--- config.mk ---
export PLATFORM = sky130hd
export DESIGN_NAME = hazard_sb
export DESIGN_NICKNAME = d
export VERILOG_FILES = /design/src/rtl/hazard_sb.sv
export SDC_FILE = /design/constraint.sdc
export NUM_CORES = 1
export LEC_CHECK = 0
export CORE_MARGIN = 2
export CORE_UTILIZATION = 45
export CTS_CLUSTER_SIZE = 14
export DETAILED_ROUTE_END_ITERATION = 7
export GPL_TIMING_DRIVEN = 0
export PLACE_DENSITY_LB_ADDON = 0.15
export SLEW_MARGIN = 20
export SYNTH_ARGS = -nofsm -noshare
export SYNTH_HDL_FRONTEND = slang
export SYNTH_SLANG_ARGS = --single-unit
--- constraint.sdc ---
create_clock -name clk -period 3.6 [get_ports clk]
set_input_delay 0.36 -clock clk [delete_from_list [all_inputs] [get_ports clk]]
set_output_delay 0.36 -clock clk [all_outputs]
set_load 0.1 [all_outputs]
--- src/rtl/hazard_sb.sv ---
// hazard_sb: register scoreboard and divider sequencer for the in-order pipe.
// Tracks cycles-until-forwardable per architectural register, raises decode
// stalls on RAW and HI/LO hazards, and freezes the back end during a divide.

// Per-register countdown: cycles until the last in-flight write is forwardable to E.
module hazard_sb_cnt #(
  parameter int CW       = 2,
  parameter int LOAD_LAT = 2
) (
  input  logic          clk,
  input  logic          resetn,
  input  logic          clr,
  input  logic          hold,
  input  logic          ld,
  input  logic          isLoad,
  output logic [CW-1:0] cnt
);
  // Fresh issue wins over the decrement; a divide freeze holds the count.
  always_ff @(posedge clk or negedge resetn) begin
    if (!resetn)               cnt <= '0;
    else if (clr)              cnt <= '0;
    else if (ld)               cnt <= isLoad ? CW'(LOAD_LAT) : CW'(1);
    else if (!hold && cnt != '0) cnt <= cnt - CW'(1);
  end
endmodule

module hazard_sb #(
  parameter int REG_N    = 32,
  parameter int LOAD_LAT = 2,
  parameter int DIV_LAT  = 34
) (
  input  logic                     clk,
  input  logic                     resetn,
  input  logic                     validD,
  input  logic [$clog2(REG_N)-1:0] rsD,
  input  logic [$clog2(REG_N)-1:0] rtD,
  input  logic                     rs_useD,
  input  logic                     rt_useD,
  input  logic                     brD,
  input  logic                     wenD,
  input  logic [$clog2(REG_N)-1:0] wregD,
  input  logic                     loadD,
  input  logic                     hilo_readD,
  input  logic                     div_startE,
  input  logic                     exc_i,
  output logic                     stallF,
  output logic                     stallD,
  output logic                     flushE,
  output logic                     stallE,
  output logic                     stallM,
  output logic                     stallW,
  output logic                     flush_all,
  output logic                     div_busy,
  output logic                     div_done
);
  localparam int RW = $clog2(REG_N);
  localparam int CW = $clog2(LOAD_LAT + 1);
  localparam int DW = $clog2(DIV_LAT);

  typedef enum logic [1:0] {IDLE, BUSY, DONE} divSt_t;

  divSt_t                   divSt;
  logic [DW-1:0]            divCnt;
  logic [REG_N-1:0][CW-1:0] cnt;
  logic [CW-1:0]            rsCnt, rtCnt;
  logic                     rsHaz, rtHaz;
  logic                     rawStall, hiloStall, divStall, stallInt, issue;

  // r0 never has a pending write.
  assign cnt[0] = '0;

  for (genvar r = 1; r < REG_N; r++) begin : gReg
    hazard_sb_cnt #(.CW(CW), .LOAD_LAT(LOAD_LAT)) uCnt (
      .clk    (clk),
      .resetn (resetn),
      .clr    (exc_i),
      .hold   (divStall),
      .ld     (issue && (wregD == RW'(r))),
      .isLoad (loadD),
      .cnt    (cnt[r])
    );
  end

  // A branch reads in D, so it needs the value one cycle earlier than an E consumer.
  always_comb begin
    rsCnt = cnt[rsD];
    rtCnt = cnt[rtD];
    rsHaz = rs_useD && (rsD != '0) && (brD ? (rsCnt != '0) : (rsCnt > CW'(1)));
    rtHaz = rt_useD && (rtD != '0) && (brD ? (rtCnt != '0) : (rtCnt > CW'(1)));
  end

  assign rawStall  = validD & (rsHaz | rtHaz);
  assign hiloStall = validD & hilo_readD & (divSt != IDLE);
  // The start cycle itself stalls, so start + (DIV_LAT-1) BUSY cycles = DIV_LAT.
  assign divStall  = ((divSt == IDLE) & div_startE) | (divSt == BUSY);
  assign stallInt  = rawStall | hiloStall | divStall;
  assign issue     = validD & wenD & (wregD != '0) & ~stallInt & ~exc_i;

  // Divider sequencer; an exception aborts the divide without a done strobe.
  always_ff @(posedge clk or negedge resetn) begin
    if (!resetn) begin
      divSt  <= IDLE;
      divCnt <= '0;
    end else if (exc_i) begin
      divSt  <= IDLE;
      divCnt <= '0;
    end else begin
      case (divSt)
        IDLE: if (div_startE) begin
          divSt  <= BUSY;
          divCnt <= DW'(DIV_LAT - 2);
        end
        BUSY: if (divCnt == '0) divSt <= DONE;
              else              divCnt <= divCnt - DW'(1);
        DONE: divSt <= IDLE;
        default: divSt <= IDLE;
      endcase
    end
  end

  // Outputs are held low through reset regardless of live decode inputs.
  always_comb begin
    stallF    = resetn & ~exc_i & stallInt;
    stallD    = resetn & ~exc_i & stallInt;
    flushE    = resetn & ~exc_i & (rawStall | hiloStall) & ~divStall;
    stallE    = resetn & ~exc_i & divStall;
    stallM    = resetn & ~exc_i & divStall;
    stallW    = resetn & ~exc_i & divStall;
    flush_all = resetn & exc_i;
    div_busy  = resetn & (divSt != IDLE);
    div_done  = resetn & (divSt == DONE);
  end
endmodule

==> impl_metrics.json, run 1 <==
{
  "max_slew_margin_pct": 35.3,
  "data_required_time_at_the_worst_endpoint_ps": 3240,
  "slowest_delay_ps": 560,
  "synth_sequential_area_ratio_pct": 28.0,
  "design_power_total_mw": 2.76,
  "power-per-cell-area_mw_per_mm2": 382,
  "startpoint_type": "flop",
  "vias": 5307,
  "avgSynthCellArea_um2": 9.15,
  "tritoncts_clock_tree": "built",
  "critical_path.reg2reg.endpoint": "gReg[16].uCnt.cnt[0]",
  "final_design_area_no_fill_mm2": 0.00721,
  "yosys.cell_types.count": 62,
  "grt_max_degree": 45,
  "synth_area_leader_cell": "dfrtp_1",
  "number_of_synthesized_flops_with_an_enable_pin": 0,
  "fin_crit_ps": 3570,
  "crit_arrival_ps": 3210,
  "drv_slew": 0,
  "rsz0062_at_grt": "true",
  "grt.overflow.total": 0,
  "mostFrequentLayoutCell": "nor2_1",
  "finalHoldViolations": 0,
  "crit_path_cell_trace": "mux4_2 > mux2i_2 > a221oi_1 > or4_1 > buf_4 > buf_6 > o311ai_4 > nand2_2 > buf_6 > buf_6",
  "final_min_period_over_clock_period_pct": 99.1,
  "met2_length_mm": 8.54,
  "io-pin-count": 35,
  "cts_htree_levels": 3,
  "detail-route-antenna-nets": 0,
  "fp-row-count": 43,
  "static-leakage-power_nw": 2.75,
  "cts_inserted_buffers": 9,
  "critical_path_start": "gReg[11].uCnt.cnt[1]",
  "critical-path-slowest-cell": "or4_1",
  "dieArea_mm2": 0.0149,
  "r2r_setup_slack_ps": 430,
  "share_of_synthesized_flip_flops_with_an_asynchronous_set_or_reset_pct": 100,
  "grt_pass1_vias": 5329,
  "ctsLongestPathBuffers": 2,
  "drt_first_iter_violations": 338,
  "maxClockFrequency_mhz": 280,
  "critical_path.most_common_cell": "buf_6",
  "x_dimension_of_the_die_um": 122,
  "dp_hpwl_mm": 14.2,
  "endpoint_kind": "primary output",
  "synth-seq-cells": 70,
  "syn_to_final_growth_pct": 15.3,
  "count_of_synthesis_stage_warnings_from_yosys": 0,
  "final.setup.worst_slack_ps": 30.6,
  "die-height_um": 122,
  "outcome": "finished, final reports clean",
  "post_dr_vias_cell": 5.79,
  "synthTopCellsByArea": "dfrtp_1, mux2i_1, nor2_1, mux2_2, ha_1",
  "cts.reportedPaths.clkPinSlew_ps": 60,
  "gp_congestion": 0.892,
  "share_of_final_layout_standard_cells_stronger_than_drive_strength_1_pct": 18.6,
  "placed_standard_cell_area_mm2": 0.00684,
  "grt_util_all_layers_pct": 27.1,
  "drt_first_pass_iters": 5,
  "irDropWorstVdd_mv": 0.265,
  "area_inside_the_core_boundary_mm2": 0.0137,
  "hp-class": "input port to async pin",
  "timing_worst_slew_pin_value_ps": 968,
  "layout_common_cells": "nor2_1, inv_1, dfrtp_1",
  "antenna_found_initial": 0,
  "postSynth.topFlopCell": "dfrtp_1",
  "critical_path_end": "stallF",
  "post_drt_wl_per_cell_um": 20.7,
  "syn_inst": 684,
  "met3RoutedLength_mm": 1.40,
  "netlist_area_before_placement_mm2": 0.00626,
  "source_to_sink_clock_delay_at_the_later_pin_of_the_worst_skew_pair_ps": 350,
  "initial_utilization_pct": 45.6,
  "top_layer_used": "met4",
  "clock_tree.root_cell": "clkbuf_16",
  "maxCapViolations": 0,
  "global_route_wire_length_before_repair_mm": 29.8,
  "cts.sinks": 70,
  "synth_fp_nets": 743,
  "critPathKind": "flop to primary output",
  "critical_path.reg2reg.startpoint": "gReg[11].uCnt.cnt[1]",
  "setup_violating_endpoint_count_in_the_final_report": 0,
  "antenna-diode-count": 0,
  "pre_cts_slack_ps": -1290,
  "remaining_drc_errors": 0,
  "drt-met1-wl_mm": 8.64,
  "worstPathMaxFanout": 10,
  "post-synth-top-area-fraction_pct": 28.0,
  "finish.net_count": 792,
  "port_buffers": 32,
  "wl_mm": 19.0,
  "timing.clock.skew_ps": 8.52,
  "reg2reg_depth": 8
}
[logic make-up after synthesis]
family,Yosys count,synth area share (%)
buffers and inverters,117,8.14
muxes,108,21.1
adders and majority gates,33,6.60
DFF,70,28.0
and+or+nand+nor,248,22.0
xor gates and xnor gates,31,4.34
AOI/OAI and AO/OA,77,9.94
[critical path: cells and delay by family (launching register included)]
kind	cells	cell delay [ps]
AO/OA/AOI/OAI	2	400
AND/OR/NAND/NOR	2	660
flip-flops	1	430
buffers and inverters	4	670
multiplexers	2	690
[Yosys cell counts, types with 3 or more instances]
master and instances:
a211o_1 30, a221oi_1 4, a22oi_1 3, a31oi_1 3, and3_1 3, buf_1 5
buf_2 5, buf_4 11, buf_6 3, clkbuf_1 23, dfrtp_1 70, ha_1 33
inv_1 70, mux2_2 39, mux2i_1 54, mux4_2 15, nand2_1 35, nand2b_1 11
nand3_1 3, nor2_1 123, nor2b_1 10, nor3_1 12, nor3_2 10, nor4_1 5
nor4_2 6, nor4_4 9, o211ai_1 3, o21ai_0 7, o22ai_1 3, or2_2 3
or4_1 4, xnor2_1 31
[how the worst min path moves through the flow]
| stage | startpoint | end | slack, ps | depth (start not counted) |
|---|---|---|---|---|
| CTS | resetn | gReg[7].uCnt.cnt[1] | 520 | 2 |
| global route | resetn | gReg[8].uCnt.cnt[1] | 540 | 2 |
| floorplan | resetn | divCnt[0] | 60 | 0 |
| detailed placement | resetn | gReg[7].uCnt.cnt[1] | 330 | 1 |
| finish | resetn | gReg[9].uCnt.cnt[0] | 510 | 2 |
| global placement | divCnt[4] | divCnt[4] | 510 | 2 |
[per-layer routing]
layer	GRT usage, %	up-vias
met4	9.12	0
li1	-	2483
met1	37.2	2611
met3	6.79	24
met5	0	-
met2	41.8	189
[flip-flops by register name (all words and copies together) (netlist names)]
| signal | cells |
|---|---|
| divSt | 2 |
| gReg.uCnt.cnt | 62 |
| divCnt | 6 |
[metrics by stage]
stage | instances | setup TNS, ps | hold WS (ps) | utilization (%)
global placement | 896 | -51970 | 513 | 49.6
floorplan | 684 | -365 | 64.4 | -
CTS | 917 | 0 | 519 | 52.5
finish | 917 | 0 | 505 | 52.6
global route | 917 | -52.0 | 542 | 52.6
detailed placement | 897 | -6020 | 326 | 49.8
[timing repair]
item                                    in CTS  in global routing
endpoints found under the hold margin       26                  0
pin swaps                                    3                  0
endpoints found under the setup margin       7                  5
gates resized for setup                     50                  2
setup buffers                                4                  0
hold buffers                                 1                  0
[final cells by class]
type                    instances  area (µm²)
plain buffers                  47         277
clock buffers                  14         264
clock inverters                 1        5.00
fillers                      1299        6500
inverters                      70         263
multi-input cells             497        4040
flip-flops and latches         70        1750
well taps                     180         225
repair buffers                 38         385
[report_power, final]
group          internal (mW)  switching, mW
clock                  0.500          0.348
combinational          0.379          0.545
sequential             0.870          0.116
(Power assumes the default switching activity.)
==> inputs of run 2 (changes only) <==
- CTS_CLUSTER_DIAMETER: unset -> 120
- PLACE_DENSITY_LB_ADDON: 0.15 -> unset
- SKIP_CTS_REPAIR_TIMING: unset -> 1
==> run 2 against run 1 <==
Against the previous run:
- sequential power is 0.5% lower
- clock power up 25%
- global-route usage down 0.12 points
- critical endpoint unchanged
- largest power group is now clock
==> impl_metrics.json, run 2 (synthesis results as in run 1) <==
{
  "hp-class": "input port to async pin",
  "max_flop_register": "gReg.uCnt.cnt",
  "finalHoldViolations": 0,
  "initial_utilization_pct": 45.6,
  "worstPathMaxFanout": 10,
  "grt_max_degree": 51,
  "critPathKind": "input port to primary output",
  "largest_registers": "gReg.uCnt.cnt (62), divCnt (6), divSt (2)",
  "mostFrequentLayoutCell": "nor2_1",
  "reg2reg_depth": 7,
  "critical_path.reg2reg.endpoint": "gReg[4].uCnt.cnt[0]",
  "vias": 5356,
  "endpoint_kind": "primary output",
  "startpoint_type": "input port",
  "fp-row-count": 43,
  "io-pin-count": 35,
  "static-leakage-power_nw": 2.79,
  "flip_flop_count_of_the_largest_register_after_layout": 62,
  "rsz0062_at_grt": "false",
  "critical_path.reg2reg.startpoint": "divSt[0]",
  "clock_tree.root_cell": "clkbuf_16",
  "detail-route-antenna-nets": 0,
  "grt_pass1_vias": 5142,
  "final_design_area_no_fill_mm2": 0.00726,
  "grt_util_all_layers_pct": 27.0,
  "finish.net_count": 788,
  "drt_first_iter_violations": 376,
  "grt.overflow.total": 0,
  "drv_slew": 0,
  "data_required_time_at_the_worst_endpoint_ps": 3240,
  "maxClockFrequency_mhz": 287,
  "placed_standard_cell_area_mm2": 0.00684,
  "post_dr_vias_cell": 5.86,
  "die-height_um": 122,
  "antenna_found_initial": 0,
  "wl_mm": 19.3,
  "cts_htree_levels": 3,
  "ctsLongestPathBuffers": 2,
  "final_cells": 914,
  "global_route_wire_length_before_repair_mm": 29.5,
  "dp.cells": 897,
  "source_to_sink_clock_delay_at_the_later_pin_of_the_worst_skew_pair_ps": 350,
  "setup_violating_endpoint_count_in_the_final_report": 0,
  "r2r_setup_slack_ps": 300,
  "timing_worst_slew_pin_value_ps": 1000,
  "maxCapViolations": 0,
  "area_inside_the_core_boundary_mm2": 0.0137,
  "critPathBufInv": 7,
  "share_of_final_layout_standard_cells_stronger_than_drive_strength_1_pct": 18.4,
  "outcome": "finished, final reports clean",
  "remaining_drc_errors": 0,
  "power-per-cell-area_mw_per_mm2": 409,
  "critPathTopFamily": "buffers and inverters",
  "slowest_delay_ps": 530,
  "post_drt_wl_per_cell_um": 21.1,
  "layout_common_cells": "nor2_1, inv_1, dfrtp_1",
  "cts.reportedPaths.clkPinSlew_ps": 60,
  "cts_inserted_buffers": 9,
  "irDropWorstVdd_mv": 0.310,
  "dp_hpwl_mm": 14.2,
  "port_buffers": 32,
  "drt_first_pass_iters": 5,
  "tritoncts_clock_tree": "built",
  "fin_crit_ps": 3480,
  "timing.clock.skew_ps": 8.00,
  "crit_arrival_ps": 3120,
  "critical_path.most_common_cell": "buf_6",
  "crit_path_cell_trace": "dlymetal6s2s_1 > buf_6 > clkbuf_4 > mux2i_1 > a22oi_1 > and3_1 > or4_1 > buf_4 > buf_6 > o311ai_4 > nand2_2 > buf_6 > buf_6",
  "cts.sinks": 70,
  "dieArea_mm2": 0.0149,
  "final_min_period_over_clock_period_pct": 96.7,
  "max_slew_margin_pct": 32.7,
  "antenna-diode-count": 0,
  "gp_congestion": 0.943,
  "x_dimension_of_the_die_um": 122,
  "syn_to_final_growth_pct": 16.0,
  "critical-path-slowest-cell": "or4_1"
}
## run 2: changes by cell type in the layout (fill, tap and decap cells not counted), moves of 2 or more
cell	before	now
buf_4	17	10
clkbuf_2	1	5
clkdlybuf4s15_2	4	0
dlygate4sd2_1	4	0
dlymetal6s2s_1	0	4
bufinv_16	0	3
clkbuf_1	26	23
clkbuf_4	0	2
## run 2: metrics by stage
stage | setup TNS (ps) | power, mW | util [%] | setup slack [ps] | hold WS (ps)
CTS | -5410 | 2.96 | 52.4 | -1270 | -65.0
finish | 0 | 2.97 | 52.9 | 117 | 466
floorplan | -365 | 1.62 | - | -365 | 64.4
detailed placement | -7220 | 1.90 | 49.8 | -1260 | 305
global placement | -57700 | 1.85 | 49.6 | -1970 | 516
global route | 0 | 3.11 | 52.9 | 45.1 | 500
## run 2: worst max-delay path by stage
stage	startpoint	endpoint	slack [ps]	cells after the start
final	rtD[2]	stallF	120	13
after global routing	rtD[2]	stallF	50	13
after floorplan	rtD[0]	flushE	-360	10
after CTS	rsD[1]	stallF	-1270	12
after global placement	resetn	stallF	-1970	6
after detailed placement	rsD[1]	stallF	-1260	12
## run 2: metal layers
layer / part of all wire, % / global-route usage [%] / up-vias
met2: 47 / 43.0 / 183
met3: 6.0 / 5.90 / 36
met5: 0 / 0 / -
met4: 2.2 / 8.12 / 0
li1: - / - / 2476
met1: 45 / 36.8 / 2661
## run 2: power by group
part           switching [mW]  internal (mW)
registers               0.111          0.870
clock network           0.364          0.697
logic                   0.555          0.374
total                    1.03           1.94
## run 2: layout make-up
cell class                 instances  area [µm²]
fill                            1237        6460
sequential                        70        1750
clock inverter                     5         106
clock buffer                      11         243
tap                              180         225
multi-input combinational        497        4040
timing repair buffer              34         345
buffer                            47         284
inverter                          70         263
==> inputs of run 3 (changes only) <==
- CORE_UTILIZATION: 45 -> 46
- GPL_TIMING_DRIVEN: 0 -> unset
==> run 3 against run 2 <==
Against the previous run:
- count of clock-buffer cells in the layout rose by 2
- core utilization increased by 2.2 points
- fmax fell by 0.27%
- final cell count shrank 0.98%
- critical endpoint is now flushE
==> impl_metrics.json, run 3 (synthesis results as in run 1) <==
{
  "design_power_total_mw": 2.79,
  "fraction_of_power_spent_switching_nets_pct": 34.8,
  "dp_hpwl_mm": 12.2,
  "clock_tree.root_cell": "clkbuf_16",
  "irDropWorstVdd_mv": 0.250,
  "port_buffers": 34,
  "grt_pass1_vias": 5260,
  "r2r_setup_slack_ps": 720,
  "cts_inserted_buffers": 9,
  "critical_path_end": "flushE",
  "maxClockFrequency_mhz": 286,
  "layout_common_cells": "nor2_1, inv_1, dfrtp_1",
  "post_dr_vias_cell": 5.77,
  "pre_cts_slack_ps": 67.6,
  "dieArea_mm2": 0.0146,
  "flip_flop_count_of_the_largest_register_after_layout": 62,
  "timing_worst_slew_pin_value_ps": 857,
  "reg2reg_depth": 8,
  "setup_violating_endpoint_count_in_the_final_report": 0,
  "static-leakage-power_nw": 2.84,
  "mostFrequentLayoutCell": "nor2_1",
  "rsz0062_at_grt": "false",
  "power_frac_clock_pct": 32.8,
  "critical_path.reg2reg.endpoint": "gReg[20].uCnt.cnt[0]",
  "grt_max_degree": 65,
  "max_slew_margin_pct": 42.9,
  "share_comb_of_total_power_pct": 32.3,
  "tritoncts_clock_tree": "built",
  "whs_ps": 399,
  "final.setup.worst_slack_ps": 108,
  "remaining_drc_errors": 0,
  "cts.sinks": 70,
  "endpoint_kind": "primary output",
  "timing.clock.skew_ps": 7.16,
  "fp-row-count": 42,
  "finish.net_count": 783,
  "pwr-share-seq_pct": 34.9,
  "initial_utilization_pct": 47.3,
  "worstPathMaxFanout": 14,
  "cts_htree_levels": 3,
  "cts.reportedPaths.clkPinSlew_ps": 60,
  "post_drt_wl_per_cell_um": 18.7,
  "critPathKind": "input port to primary output",
  "critical_path_start": "rtD[1]",
  "drt_first_iter_violations": 310,
  "syn_to_final_growth_pct": 16.5,
  "max_flop_register": "gReg.uCnt.cnt",
  "detail-route-antenna-nets": 0,
  "drv_slew": 0,
  "placed_standard_cell_area_mm2": 0.00696,
  "wl_mm": 17.0,
  "antenna-diode-count": 0,
  "grt_util_all_layers_pct": 24.8,
  "finalHoldViolations": 0,
  "final_design_area_no_fill_mm2": 0.00729,
  "critical_path.reg2reg.startpoint": "gReg[29].uCnt.cnt[1]",
  "power-per-cell-area_mw_per_mm2": 383,
  "share_of_final_layout_standard_cells_stronger_than_drive_strength_1_pct": 21.7,
  "hp-class": "input port to async pin",
  "grt.overflow.total": 0,
  "source_to_sink_clock_delay_at_the_later_pin_of_the_worst_skew_pair_ps": 340,
  "vias": 5224,
  "final_cells": 905,
  "final_min_period_over_clock_period_pct": 97.0,
  "net-switching-power_mw": 0.972,
  "gp_congestion": 0.893,
  "outcome": "finished, final reports clean",
  "dp.cells": 888,
  "largest_registers": "gReg.uCnt.cnt (62), divCnt (6), divSt (2)",
  "ctsLongestPathBuffers": 2,
  "antenna_found_initial": 0,
  "data_required_time_at_the_worst_endpoint_ps": 3240,
  "drt_first_pass_iters": 5,
  "x_dimension_of_the_die_um": 121,
  "io-pin-count": 35,
  "maxCapViolations": 0,
  "global_route_wire_length_before_repair_mm": 28.1,
  "startpoint_type": "input port",
  "area_inside_the_core_boundary_mm2": 0.0132,
  "fin_crit_ps": 3490,
  "internal-power_mw": 1.82,
  "die-height_um": 121,
  "crit_arrival_ps": 3130
}
## run 3: changes by cell type in the layout (fill, tap and decap cells not counted), sizes merged
cell           previous run  this run
bufinv                    3         1
dlymetal6s2s              4         1
clkbuf                   40        13
clkdlybuf4s50            20        22
buf                      27        52
## run 3: worst min path at each step
stage	startpoint	to	slack (ps)	cells after the start
after floorplan	resetn	divCnt[0]	60	0
after global placement	resetn	divCnt[5]	210	1
after detailed placement	resetn	divCnt[5]	210	1
after CTS	resetn	divCnt[5]	-160	1
after global routing	resetn	divCnt[3]	420	2
final	resetn	divCnt[5]	400	2
## run 3: power groups by stage
stage               clock, mW  sequential (mW)  combinational (mW)
finish                  0.917            0.976               0.902
floorplan                   0            0.949               0.667
global placement            0            0.984               0.863
global route            0.973            0.989               0.995
CTS                     0.935            0.973               0.899
detailed placement          0            0.987               0.894
## run 3: through the flow
stage / setup TNS [ps] / util (%)
detailed placement: 0 / 52.6
CTS: 0 / 54.9
floorplan: -365 / -
global route: 0 / 55.1
finish: 0 / 55.1
global placement: 0 / 52.6
## run 3: worst max-delay path, stage by stage
cell and delay, ps:
clkdlybuf4s50_1 450, buf_12 170, or2_2 340, o22a_1 200, a41o_1 220, or4_1 560, nand2_2 150, o311ai_1 120
buf_4 160, nor2_1 180, buf_12 200
## run 3: area by class of cell
cell class	instances	area, µm²
Tap cell	176	220
Timing Repair Buffer	76	731
Multi-Input combinational cell	497	4030
Fill cell	1215	5950
Inverter	70	263
Clock inverter	3	42.5
Sequential cell	70	1750
Clock buffer	13	260
## run 3: metal layers
| layer | track usage [%] | share of wire [%] |
|---|---|---|
| met1 | 34.2 | 45 |
| met2 | 39.6 | 48 |
| met3 | 4.91 | 5.9 |
| met4 | 6.98 | 1.4 |
| met5 | 0 | 0 |
